## src/rtl/hazard_scoreboard.sv

```systemverilog
// Pipeline hazard scoreboard: tracks DEPTH post-decode slots, detects hazards and selects operand sources.
// Define HAZARD_SCOREBOARD_FWD_EN for forwarding mode; otherwise every RAW dependence stalls until write-back.
module hazard_scoreboard #(
    parameter  int ADDR_W = 5,
    parameter  int DEPTH  = 3,
    parameter  int CNT_W  = 16,
    localparam int FWD_W  = $clog2(DEPTH)
) (
    input  logic              clk,
    input  logic              rst,
    input  logic              valid_d,
    input  logic [ADDR_W-1:0] rs1_d,
    input  logic [ADDR_W-1:0] rs2_d,
    input  logic              use_rs1_d,
    input  logic              use_rs2_d,
    input  logic [ADDR_W-1:0] rd_d,
    input  logic              regwrite_d,
    input  logic              load_d,
    input  logic              pc_src_e,
    output logic              stall_f,
    output logic              stall_d,
    output logic              flush_d,
    output logic              flush_e,
    output logic [FWD_W-1:0]  fwd_a_e,
    output logic [FWD_W-1:0]  fwd_b_e,
    output logic [CNT_W-1:0]  stall_cnt
);

    logic [DEPTH-1:0]  slot_vld_q, slot_vld_d;
    logic [DEPTH-1:0]  slot_wen_q, slot_wen_d;
    logic [DEPTH-1:0]  slot_ld_q, slot_ld_d;
    logic [ADDR_W-1:0] slot_rd_q [DEPTH];
    logic [ADDR_W-1:0] slot_rd_d [DEPTH];
    logic [CNT_W-1:0]  cnt_q, cnt_d;
    logic              haz;
    logic              unused_retire;

    function automatic logic src_hit(input logic v, input logic w,
                                     input logic [ADDR_W-1:0] rd, input logic [ADDR_W-1:0] r);
        return v && w && (rd == r) && (r != '0);
    endfunction

    function automatic logic [CNT_W-1:0] sat_inc(input logic [CNT_W-1:0] c);
        return (c == '1) ? c : c + CNT_W'(1);
    endfunction

    always_comb begin
        haz = 1'b0;
`ifdef HAZARD_SCOREBOARD_FWD_EN
        // Only a load in E cannot be forwarded in time; everything else is bypassed.
        haz = valid_d && slot_ld_q[0] &&
              ((use_rs1_d && src_hit(slot_vld_q[0], slot_wen_q[0], slot_rd_q[0], rs1_d)) ||
               (use_rs2_d && src_hit(slot_vld_q[0], slot_wen_q[0], slot_rd_q[0], rs2_d)));
`else
        // The write-back slot is excluded: the register file is write-first.
        for (int k = 0; k < DEPTH-1; k++) begin
            if (valid_d &&
                ((use_rs1_d && src_hit(slot_vld_q[k], slot_wen_q[k], slot_rd_q[k], rs1_d)) ||
                 (use_rs2_d && src_hit(slot_vld_q[k], slot_wen_q[k], slot_rd_q[k], rs2_d))))
                haz = 1'b1;
        end
`endif
    end

    assign stall_d   = haz && !pc_src_e;
    assign stall_f   = stall_d;
    assign flush_d   = pc_src_e;
    assign flush_e   = pc_src_e || haz;
    assign stall_cnt = cnt_q;

`ifdef HAZARD_SCOREBOARD_FWD_EN
    logic [ADDR_W-1:0] rs1_q, rs2_q;

    // Scan from the oldest slot down so the youngest matching producer wins.
    always_comb begin
        fwd_a_e = '0;
        fwd_b_e = '0;
        for (int k = DEPTH-1; k >= 1; k--) begin
            if (slot_vld_q[0] && src_hit(slot_vld_q[k], slot_wen_q[k], slot_rd_q[k], rs1_q))
                fwd_a_e = FWD_W'(k);
            if (slot_vld_q[0] && src_hit(slot_vld_q[k], slot_wen_q[k], slot_rd_q[k], rs2_q))
                fwd_b_e = FWD_W'(k);
        end
    end

    always_ff @(posedge clk) begin
        rs1_q <= rs1_d;
        rs2_q <= rs2_d;
    end

    assign unused_retire = slot_ld_q[DEPTH-1];
`else
    assign fwd_a_e = '0;
    assign fwd_b_e = '0;
    assign unused_retire = ^{slot_vld_q[DEPTH-1], slot_wen_q[DEPTH-1],
                             slot_ld_q[DEPTH-1], slot_rd_q[DEPTH-1]};
`endif

    always_comb begin
        slot_vld_d[0] = valid_d && !stall_d && !flush_e;
        slot_wen_d[0] = regwrite_d;
        slot_ld_d[0]  = load_d;
        slot_rd_d[0]  = rd_d;
        for (int k = 1; k < DEPTH; k++) begin
            slot_vld_d[k] = slot_vld_q[k-1];
            slot_wen_d[k] = slot_wen_q[k-1];
            slot_ld_d[k]  = slot_ld_q[k-1];
            slot_rd_d[k]  = slot_rd_q[k-1];
        end
        cnt_d = stall_d ? sat_inc(cnt_q) : cnt_q;
    end

    always_ff @(posedge clk) begin
        if (rst) begin
            slot_vld_q <= '0;
            cnt_q      <= '0;
        end else begin
            slot_vld_q <= slot_vld_d;
            cnt_q      <= cnt_d;
        end
    end

    always_ff @(posedge clk) begin
        slot_wen_q <= slot_wen_d;
        slot_ld_q  <= slot_ld_d;
        slot_rd_q  <= slot_rd_d;
    end

endmodule
```

## config.mk

```make
export PLATFORM = sky130hd
export DESIGN_NAME = hazard_scoreboard
export DESIGN_NICKNAME = d
export VERILOG_FILES = /design/src/rtl/hazard_scoreboard.sv
export SDC_FILE = /design/constraint.sdc
export NUM_CORES = 1
export LEC_CHECK = 0
export ABC_CLOCK_PERIOD_IN_PS = 3000
export BUFFER_PORTS_ARGS = -buffer_cell sky130_fd_sc_hd__buf_2
export CAP_MARGIN = 20
export CORE_MARGIN = 2
export CORE_UTILIZATION = 45
export CTS_CLUSTER_DIAMETER = 50
export DETAILED_ROUTE_END_ITERATION = 10
export PLACE_DENSITY = 0.72
export SYNTH_ARGS = -nofsm -noshare
export SYNTH_HDL_FRONTEND = slang
export SYNTH_SLANG_ARGS = --single-unit
```

## constraint.sdc

```tcl
create_clock -name clk -period 3 [get_ports clk]
set_clock_uncertainty 0.2 [all_clocks]
set_input_delay 0.3 -clock clk [delete_from_list [all_inputs] [get_ports clk]]
set_output_delay 0.3 -clock clk [all_outputs]
set_load 0.05 [all_outputs]
```

==> results of run 1 <==
metrics by stage:
step                total power, mW  hold slack, ps  cell area [µm²]
floorplan                     0.477             128             1490
global placement              0.496             140             1690
detailed placement            0.500             142             1690
CTS                           0.924             115             1860
global route                  0.956             110             1860
finish                        0.913             129             1860
final cells by class:
cell class	instances	area, µm²
fillers	293	1240
multi-input cells	121	811
flip-flops and latches	30	601
repair buffers	47	265
clock inverters	2	60.1
well taps	44	55.1
clock buffers	6	51.3
inverters	4	15.0
placed cells by master (no fill, tap or decap), types with 4 or more instances in the layout:
| cell type | instances |
|---|---|
| buf_2 | 41 |
| dfxtp_1 | 30 |
| xnor2_1 | 19 |
| nor2_1 | 16 |
| nand2_1 | 11 |
| xor2_1 | 8 |
| dlygate4sd3_1 | 6 |
| nand3_1 | 5 |
| a21oi_1 | 5 |
| and3_1 | 5 |
| clkbuf_4 | 5 |
| nor4_1 | 4 |
| o211ai_1 | 4 |
| a211oi_1 | 4 |
| nor2b_1 | 4 |
| inv_1 | 4 |
| conb_1 | 4 |
layer usage:
| metal | GRT usage (%) | up-vias | share of wire, % |
|---|---|---|---|
| met5 | 0 | - | 0 |
| met4 | 6.38 | 0 | 1.3 |
| met3 | 7.14 | 6 | 5.6 |
| met2 | 29.0 | 33 | 47 |
| met1 | 21.5 | 570 | 46 |
| li1 | - | 655 | - |
cell usage after synthesis (2+ instances only):
library cell and n:
a211oi_1 4, a21oi_1 5, a311oi_1 2, a41o_1 3, and2_1 3, and3_1 5, and4_1 3, buf_4 6
clkbuf_1 3, dfxtp_1 30, inv_1 4, mux2_2 2, nand2_1 11, nand3_1 5, nor2_1 16, nor2b_1 4
nor4_1 4, o211ai_1 4, o21bai_1 2, or4_1 2, xnor2_1 19, xor2_1 8
sequential cells by signal (all words and copies together), names as in the netlist:
register	count
slot_rd_d	10
slot_wen_q	2
slot_vld_q	2
stall_cnt	16
power groups by stage:
stage          Combinational (mW)  Sequential (mW)  Clock (mW)
3_5_place_dp               0.0751            0.425           0
2_1_floorplan              0.0542            0.423           0
6_report                   0.0809            0.416       0.417
3_3_place_gp               0.0720            0.424           0
4_1_cts                    0.0813            0.416       0.427
5_1_grt                    0.0881            0.417       0.451
worst paths after layout:
path / endpoint / start / slack (ps)
worst max-delay path: stall_d / slot_rd_d[9] / 450
worst min register to register: slot_wen_q[1] / slot_wen_q[0] / 160
worst min-delay path: slot_vld_q[0] / valid_d / 130
worst max register to register: stall_cnt[15] / stall_cnt[2] / 630
worst max-delay path: stages (launching register included):
cell	delay, ps
dfxtp_1	390
xnor2_1	150
nand3_1	80
nor4_1	400
o21bai_1	210
a21oi_1	210
buf_2	290
logic make-up after synthesis:
group / count (synthesis)
compound gates: 26
xor+xnor: 27
fa+ha+maj: 1
buf+inv: 14
flops: 30
mux: 4
other cells: 1
simple gates: 59
==> run_results.csv, run 1 <==
group,metric,value,unit
grt,grt_pass1_vias,1156,
synthesis,synth_compound_area_share,12.8,%
synthesis,async_flop_share,0,%
synthesis,yosysTopAreaCell,"dfxtp_1",
status,status,"finished clean",
detailed_routing,drt-pass1-iter-count,4,
detailed_routing,drc,0,
synthesis,synth_fa_ha_area_share,0.844,%
clock_tree,cts.clk_slew.worst_paths,90,ps
clock_tree,cts.repair.resized,0,
grt,antenna_found_initial,0,
synthesis,yosys.area_share.simple,20.8,%
setup_path,critPathMaxFanout,3,
pwr,internal_power,0.725,mW
floorplanning,die_area,3770,µm²
synthesis,synthCells,162,
synthesis,ys_seq_elements,30,
grt,grt_pass1_wl,4860,µm
clock_tree,cts_buffer_depth,2,
synthesis,synthFlopType,"dfxtp_1",
detailed_routing,wire_per_inst,11.7,µm
detailed_routing,drt_wl_total,2980,µm
synthesis,seq_area_frac_synth,40.5,%
pwr,switching_power,0.188,mW
grt,gr-total-overflow,0,
clock_tree,post-cts-setup-buffers,0,
detailed_routing,avgViaCountPerCell,4.98,
final_layout,layout-drive-gt1-share,25.7,%
final_layout,post-route-util,59.9,%
clock_tree,htree_num_levels,2,
clock_tree,cts_tree,"yes",
floorplanning,core,3100,µm²
placed_design,portBuffers,41,
final_layout,nets,233,
setup_path,arrival,2050,ps
synthesis,synth_top_family_by_area,"simple AND/OR/NAND/NOR gates",
clock_tree,cts_root_buffer,"clkbuf_4",
setup_path,required,2500,ps
pwr,clockPowerShare,45.6,%
grt,grt_max_degree,25,
sta,maxSlewViolCount,0,
pwr,p_comb_share,8.9,%
synthesis,synth_top_area_share,40.5,%
synthesis,synth_xor_area_share,15.9,%
min_path,hold_path_depth,3,
final_layout,stdcell_count,254,
pwr,p_seq_share,45.5,%
floorplanning,die_w,61.4,µm
sta,finalSetupViolCount,0,
sta,layout_min_cycle_time,2550,ps
synthesis,synth.top_cells.by_area,"dfxtp_1 41%, xnor2_1 11%, xor2_1 4.7%",
run,maxCapViolations,0,
synthesis,netlist_area,1480,µm²
pwr,vdd_ir_drop_max,0.000266,V
sta,maxSlewHeadroom,65.2,%
clock_tree,clk_latency,330,ps
floorplanning,num_io_pins,47,
setup_path,crit_type,"flop to output port",
min_path,hp-class,"input pin to flop",
placed_design,post-dp-hpwl,2300,µm
detailed_routing,vias,1264,
final_layout,antennaDiodeCount,0,
setup_path,worstSetupStartpointType,"flop",
synthesis,avgSynthCellArea,9.15,µm²
floorplanning,start_util,47.8,%
sta,hold_violations,0,
sta,fmax,0.392,GHz
placed_design,gp_congestion,0.780,
synthesis,yosysWarnings,0,
sta,rsz0062_at_grt,"no",
setup_path,endpoint_kind,"output port",
synthesis,yosys.cell_types.count,39,
clock_tree,holdBufCountCts,6,
sta,finalCritPeriodShare,85.0,%
detailed_routing,drt_iter0_drc,47,
sta,setup_ws,450,ps
placed_design,place_inst,240,
pwr,swShare,20.6,%
grt,track_usage,17.9,%
clock_tree,cts_num_sinks,30,
pwr,power.density,492,nW/µm²
placed_design,place_ws,357,ps
sta,setup_tns,0,ps
detailed_routing,ant_nets,0,
sta,tightest_slew,517,ps
floorplanning,std_cell_rows,20,
synthesis,synth-edff-count,0,
setup_path,worst_r2r_path_depth,7,
floorplanning,die_y,61.4,µm
synthesis,synthMuxAreaShare,3.21,%
clock_tree,cts_buffers,5,
final_layout,area_growth,25.3,%
pwr,cellLeakagePower,0.816,nW
Note: power is estimated with default switching activity, not from simulation.
==> run 2: changes to the inputs <==
--- a/config.mk
+++ b/config.mk
@@ -5,7 +5,7 @@
 export SDC_FILE = /design/constraint.sdc
 export NUM_CORES = 1
 export LEC_CHECK = 0
-export ABC_CLOCK_PERIOD_IN_PS = 3000
+export ABC_CLOCK_PERIOD_IN_PS = 2650
 export BUFFER_PORTS_ARGS = -buffer_cell sky130_fd_sc_hd__buf_2
 export CAP_MARGIN = 20
 export CORE_MARGIN = 2
==> constraint.sdc (replaced) <==
create_clock -name clk -period 2.65 [get_ports clk]
set_clock_uncertainty 0.2 [all_clocks]
set_input_delay 0.265 -clock clk [delete_from_list [all_inputs] [get_ports clk]]
set_output_delay 0.265 -clock clk [all_outputs]
set_load 0.05 [all_outputs]
==> run 2 against run 1 <==
Non-clock buffer count increased by 2. Largest cell class unchanged. Sequential share of layout area decreased by 0.065 points. Sequential power increased by 13%. Critical path type unchanged. Critical path depth increased by 1. Clock power decreased by 15%. Register-to-register slack got worse by 320 ps.
==> run_results.csv, run 2 (synthesis gave the netlist of run 1 again) <==
group,metric,value,unit
final_layout,area_growth,25.6,%
clock_tree,cts_buffer_depth,2,
min_path,hp-class,"input pin to flop",
final_layout,stdcell_count,256,
grt,grt_pass1_vias,1213,
clock_tree,cts_num_sinks,30,
floorplanning,std_cell_rows,20,
final_layout,nets,235,
min_path,hold_path_depth,3,
setup_path,endpoint_kind,"output port",
sta,maxSlewViolCount,0,
sta,finalCritPeriodShare,93.3,%
detailed_routing,drt_wl_total,3030,µm
setup_path,r2r_start,"stall_cnt[2]",
setup_path,arrival,2010,ps
setup_path,worst_r2r_endpoint,"stall_cnt[15]",
placed_design,portBuffers,41,
setup_path,crit_path_top_delay_cell,"dfxtp_1",
clock_tree,cts_tree,"yes",
sta,finalSetupViolCount,0,
final_layout,layout-drive-gt1-share,28.3,%
clock_tree,post-cts-setup-buffers,0,
setup_path,cp_num_buf_inv,2,
setup_path,rrSetupSlack,310,ps
final_layout,final_common_cell,"buf_2",
setup_path,worstSetupStartpointType,"flop",
clock_tree,cts_buffers,5,
min_path,hp-start,"valid_d",
detailed_routing,avgViaCountPerCell,5.11,
floorplanning,start_util,47.8,%
floorplanning,die_w,61.4,µm
setup_path,required,2180,ps
floorplanning,die_area,3770,µm²
grt,track_usage,18.3,%
detailed_routing,ant_nets,0,
placed_design,gp_congestion,0.833,
final_layout,largest_register_ffs,16,
floorplanning,core,3100,µm²
min_path,hold_end,"slot_vld_q[0]",
setup_path,crit_family,"buffers and inverters",
placed_design,place_inst,242,
pwr,cellLeakagePower,0.813,nW
detailed_routing,wire_per_inst,11.8,µm
final_layout,antennaDiodeCount,0,
clock_tree,clk_latency,330,ps
clock_tree,cts_root_buffer,"clkbuf_4",
grt,gr-total-overflow,0,
detailed_routing,drt_iter0_drc,49,
sta,fmax,0.405,GHz
pwr,power.density,494,nW/µm²
detailed_routing,drt-pass1-iter-count,4,
setup_path,cp_slowest_stage_delay,390,ps
setup_path,crit_chain,"xnor2_1 > nand3_1 > nor4_2 > o21bai_1 > buf_4 > a21oi_2 > buf_2",
pwr,vdd_ir_drop_max,0.000368,V
sta,hold_violations,0,
status,status,"finished clean",
grt,antenna_found_initial,0,
grt,grt_pass1_wl,5060,µm
grt,grt_max_degree,25,
setup_path,crit_type,"flop to output port",
placed_design,post-dp-hpwl,2290,µm
floorplanning,die_y,61.4,µm
detailed_routing,drc,0,
sta,rsz0062_at_grt,"no",
run,maxCapViolations,0,
sta,setup_tns,0,ps
setup_path,worst_r2r_path_depth,7,
detailed_routing,vias,1309,
sta,layout_min_cycle_time,2470,ps
clock_tree,cts.clk_slew.worst_paths,90,ps
floorplanning,num_io_pins,47,
setup_path,critPathMaxFanout,3,
final_layout,layout_common_cells,"41 x buf_2, 30 x dfxtp_1, 19 x xnor2_1",
clock_tree,htree_num_levels,2,
-- run 2: changes by cell type in the layout (fill, tap and decap cells not counted) --
| cell | before | now |
|---|---|---|
| a21oi_1 | 5 | 4 |
| a21oi_2 | 0 | 1 |
| clkbuf_8 | 1 | 0 |
| nor4_1 | 4 | 1 |
| bufinv_16 | 2 | 1 |
| buf_4 | 0 | 2 |
| clkinv_2 | 0 | 2 |
| nor4_2 | 0 | 3 |
-- run 2: layer usage --
metal	GRT usage, %	up-vias	wire [µm]
li1	-	657	-
met4	7.60	0	60
met1	22.1	603	1350
met5	0	-	0
met3	5.46	9	159
met2	30.4	40	1460
-- run 2: how the worst max path moves through the flow --
stage	start	to	slack, ps	depth (start not counted)
5_1_grt	slot_rd_d[9]	stall_f	20	7
4_1_cts	slot_rd_d[8]	stall_d	30	7
2_1_floorplan	stall_cnt[2]	stall_cnt[15]	170	7
3_3_place_gp	rs1_d[0]	stall_cnt[4]	220	8
6_report	slot_rd_d[7]	stall_d	180	7
3_5_place_dp	rs1_d[0]	stall_cnt[4]	190	8
-- run 2: layout make-up --
class	count	area, µm²
clock buffer	5	37.5
clock inverter	3	40.0
fill	301	1240
inverter	4	15.0
multi-input combinational	121	833
sequential	30	601
tap	44	55.1
timing repair buffer	49	280
-- run 2: where the power goes --
part	internal, mW	leakage (nW)	switching (mW)
sequential	0.461	0.246	0.00854
clock	0.195	0.0450	0.158
combinational	0.0406	0.522	0.0563
total	0.697	0.813	0.223
-- run 2: timing repair --
action,in CTS,in global routing
hold endpoints to repair,6,0
hold buffers,6,0
resized for setup,0,3
endpoints found under the setup margin,0,3
-- run 2: worst min-delay path, cell delays in order --
cell and delay [ps]:
buf_2 100, nand2b_1 170, nor3_1 70
-- run 2: metrics by stage --
stage / util (%) / total power, mW / hold slack [ps] / setup WS, ps / cell area, µm²
5_1_grt: 60.0 / 0.959 / 150 / 21.5 / 1860
4_1_cts: 59.4 / 0.924 / 120 / 25.9 / 1840
3_5_place_dp: 55.0 / 0.567 / 144 / 187 / 1710
2_1_floorplan: - / 0.540 / 92.7 / 172 / 1500
6_report: 60.0 / 0.920 / 121 / 179 / 1860
3_3_place_gp: 55.0 / 0.562 / 136 / 216 / 1710
==> run 3: changes to the inputs <==
--- a/config.mk
+++ b/config.mk
@@ -10,6 +10,7 @@
 export CAP_MARGIN = 20
 export CORE_MARGIN = 2
 export CORE_UTILIZATION = 45
+export CTS_BUF_LIST = sky130_fd_sc_hd__clkbuf_2
 export CTS_CLUSTER_DIAMETER = 50
 export DETAILED_ROUTE_END_ITERATION = 10
 export PLACE_DENSITY = 0.72
==> run 3 against run 2 <==
Wire length decreased by 1.0%. Non-clock buffer count unchanged. Core utilization decreased by 0.40 points. Hold slack worse by 46 ps. Sequential power is essentially flat. Largest power group unchanged.
==> run_results.csv, run 3 (synthesis gave the netlist of run 1 again) <==
group,metric,value,unit
detailed_routing,avgViaCountPerCell,5.01,
clock_tree,cts_tree,"yes",
placed_design,post-dp-hpwl,2290,µm
setup_path,crit_path_top_delay_cell,"dfxtp_1",
final_layout,layout-drive-gt1-share,28.3,%
grt,grt_pass1_wl,4930,µm
floorplanning,num_io_pins,47,
floorplanning,die_y,61.4,µm
clock_tree,cts_num_sinks,30,
clock_tree,cts_buffers,5,
clock_tree,clk_latency,360,ps
min_path,hold_end,"slot_vld_q[0]",
final_layout,layout_common_cells,"41 x buf_2, 30 x dfxtp_1, 19 x xnor2_1",
pwr,switching_power,0.223,mW
setup_path,r2r_start,"stall_cnt[2]",
final_layout,area_growth,24.7,%
sta,finalCritPeriodShare,94.9,%
clock_tree,cts_root_buffer,"clkbuf_2",
detailed_routing,drt_wl_total,2990,µm
grt,antenna_found_initial,0,
clock_tree,cts_buffer_depth,2,
setup_path,rrSetupSlack,300,ps
setup_path,arrival,2050,ps
pwr,internal_power,0.659,mW
clock_tree,htree_num_levels,2,
final_layout,largest_register_ffs,16,
pwr,p_comb_share,11.0,%
sta,finalSetupViolCount,0,
sta,fmax,0.398,GHz
detailed_routing,drc,0,
setup_path,worst_r2r_path_depth,7,
pwr,p_seq_share,53.4,%
setup_path,worstSetupStartpointType,"flop",
clock_tree,cts.clk_slew.worst_paths,150,ps
sta,hold_violations,0,
placed_design,portBuffers,41,
setup_path,crit_chain,"xnor2_1 > nand3_1 > nor4_2 > o21bai_1 > buf_4 > a21oi_2 > buf_2",
pwr,power.density,477,nW/µm²
setup_path,endpoint_kind,"output port",
clock_tree,post-cts-setup-buffers,0,
setup_path,crit_type,"flop to output port",
grt,grt_max_degree,25,
setup_path,worst_r2r_endpoint,"stall_cnt[15]",
sta,layout_min_cycle_time,2510,ps
floorplanning,start_util,47.8,%
setup_path,required,2180,ps
run,maxCapViolations,0,
detailed_routing,wire_per_inst,11.7,µm
grt,gr-total-overflow,0,
pwr,vdd_ir_drop_max,0.000288,V
setup_path,cp_slowest_stage_delay,410,ps
detailed_routing,drt-pass1-iter-count,4,
pwr,swShare,25.2,%
floorplanning,die_w,61.4,µm
final_layout,nets,235,
pwr,cellLeakagePower,0.811,nW
sta,maxSlewViolCount,0,
min_path,hp-class,"input pin to flop",
placed_design,place_inst,242,
final_layout,final_common_cell,"buf_2",
min_path,hold_path_depth,3,
status,status,"finished clean",
sta,rsz0062_at_grt,"yes",
sta,holdWs,74.6,ps
final_layout,post-route-util,59.6,%
setup_path,critPathMaxFanout,3,
final_layout,stdcell_count,256,
detailed_routing,vias,1283,
grt,grt_pass1_vias,1196,
min_path,hp-start,"valid_d",
placed_design,gp_congestion,0.833,
pwr,clockPowerShare,35.7,%
detailed_routing,drt_iter0_drc,53,
floorplanning,std_cell_rows,20,
detailed_routing,ant_nets,0,
floorplanning,core,3100,µm²
floorplanning,die_area,3770,µm²
setup_path,cp-startpoint,"slot_rd_d[7]",
grt,track_usage,17.8,%
final_layout,antennaDiodeCount,0,
[run 3: changes by cell type in the layout (fill, tap and decap cells not counted)]
cell / before / now
clkbuf_2: 0 / 5
clkbuf_4: 5 / 0
[run 3: power by group through the flow]
stage	clock network, mW	registers [mW]	logic, mW
after floorplan	0	0.479	0.0615
after global placement	0	0.480	0.0822
after detailed placement	0	0.481	0.0861
after CTS	0.324	0.471	0.0941
after global routing	0.340	0.473	0.105
final	0.315	0.471	0.0970
[run 3: timing repair]
item,in CTS,in global routing
hold buffers,6,0
resized for setup,1,2
endpoints found under the setup margin,2,3
endpoints found under the hold margin,6,0
[run 3: worst max path at each step]
| stage | depth (start not counted) | end | slack [ps] |
|---|---|---|---|
| 2_1_floorplan | 7 | stall_cnt[15] | 170 |
| 3_3_place_gp | 8 | stall_cnt[4] | 220 |
| 3_5_place_dp | 8 | stall_cnt[4] | 190 |
| 4_1_cts | 7 | stall_d | 3 |
| 5_1_grt | 7 | stall_f | -40 |
| 6_report | 7 | stall_d | 140 |
[run 3: stage by stage]
stage	worst slack (ps)	TNS, ps	cell area, µm²	power [mW]
after floorplan	172	0	1500	0.540
after global placement	216	0	1710	0.562
after detailed placement	187	0	1710	0.567
after CTS	2.50	0	1840	0.889
after global routing	-43.6	-86.7	1850	0.918
final	135	0	1850	0.882
[run 3: area by class of cell]
| type | instances | area, µm² |
|---|---|---|
| Clock buffer | 5 | 25.0 |
| Clock inverter | 3 | 40.0 |
| Fill cell | 299 | 1250 |
| Inverter | 4 | 15.0 |
| Multi-Input combinational cell | 121 | 833 |
| Sequential cell | 30 | 601 |
| Tap cell | 44 | 55.1 |
| Timing Repair Buffer | 49 | 280 |
[run 3: layer usage]
layer  track usage, %  part of all wire [%]  wire, µm
met1             21.7                    46      1370
met2             28.9                    47      1410
met3             5.88                   5.6       168
met4             7.29                   1.5        46
met5                0                     0         0
[run 3: worst max-delay path, delay by kind of cell (launching register included)]
family	cells	cell delay, ps
AO/OA/AOI/OAI	2	310
XOR/XNOR	1	140
buffers and inverters	2	450
flip-flops	1	410
AND/OR/NAND/NOR	2	390
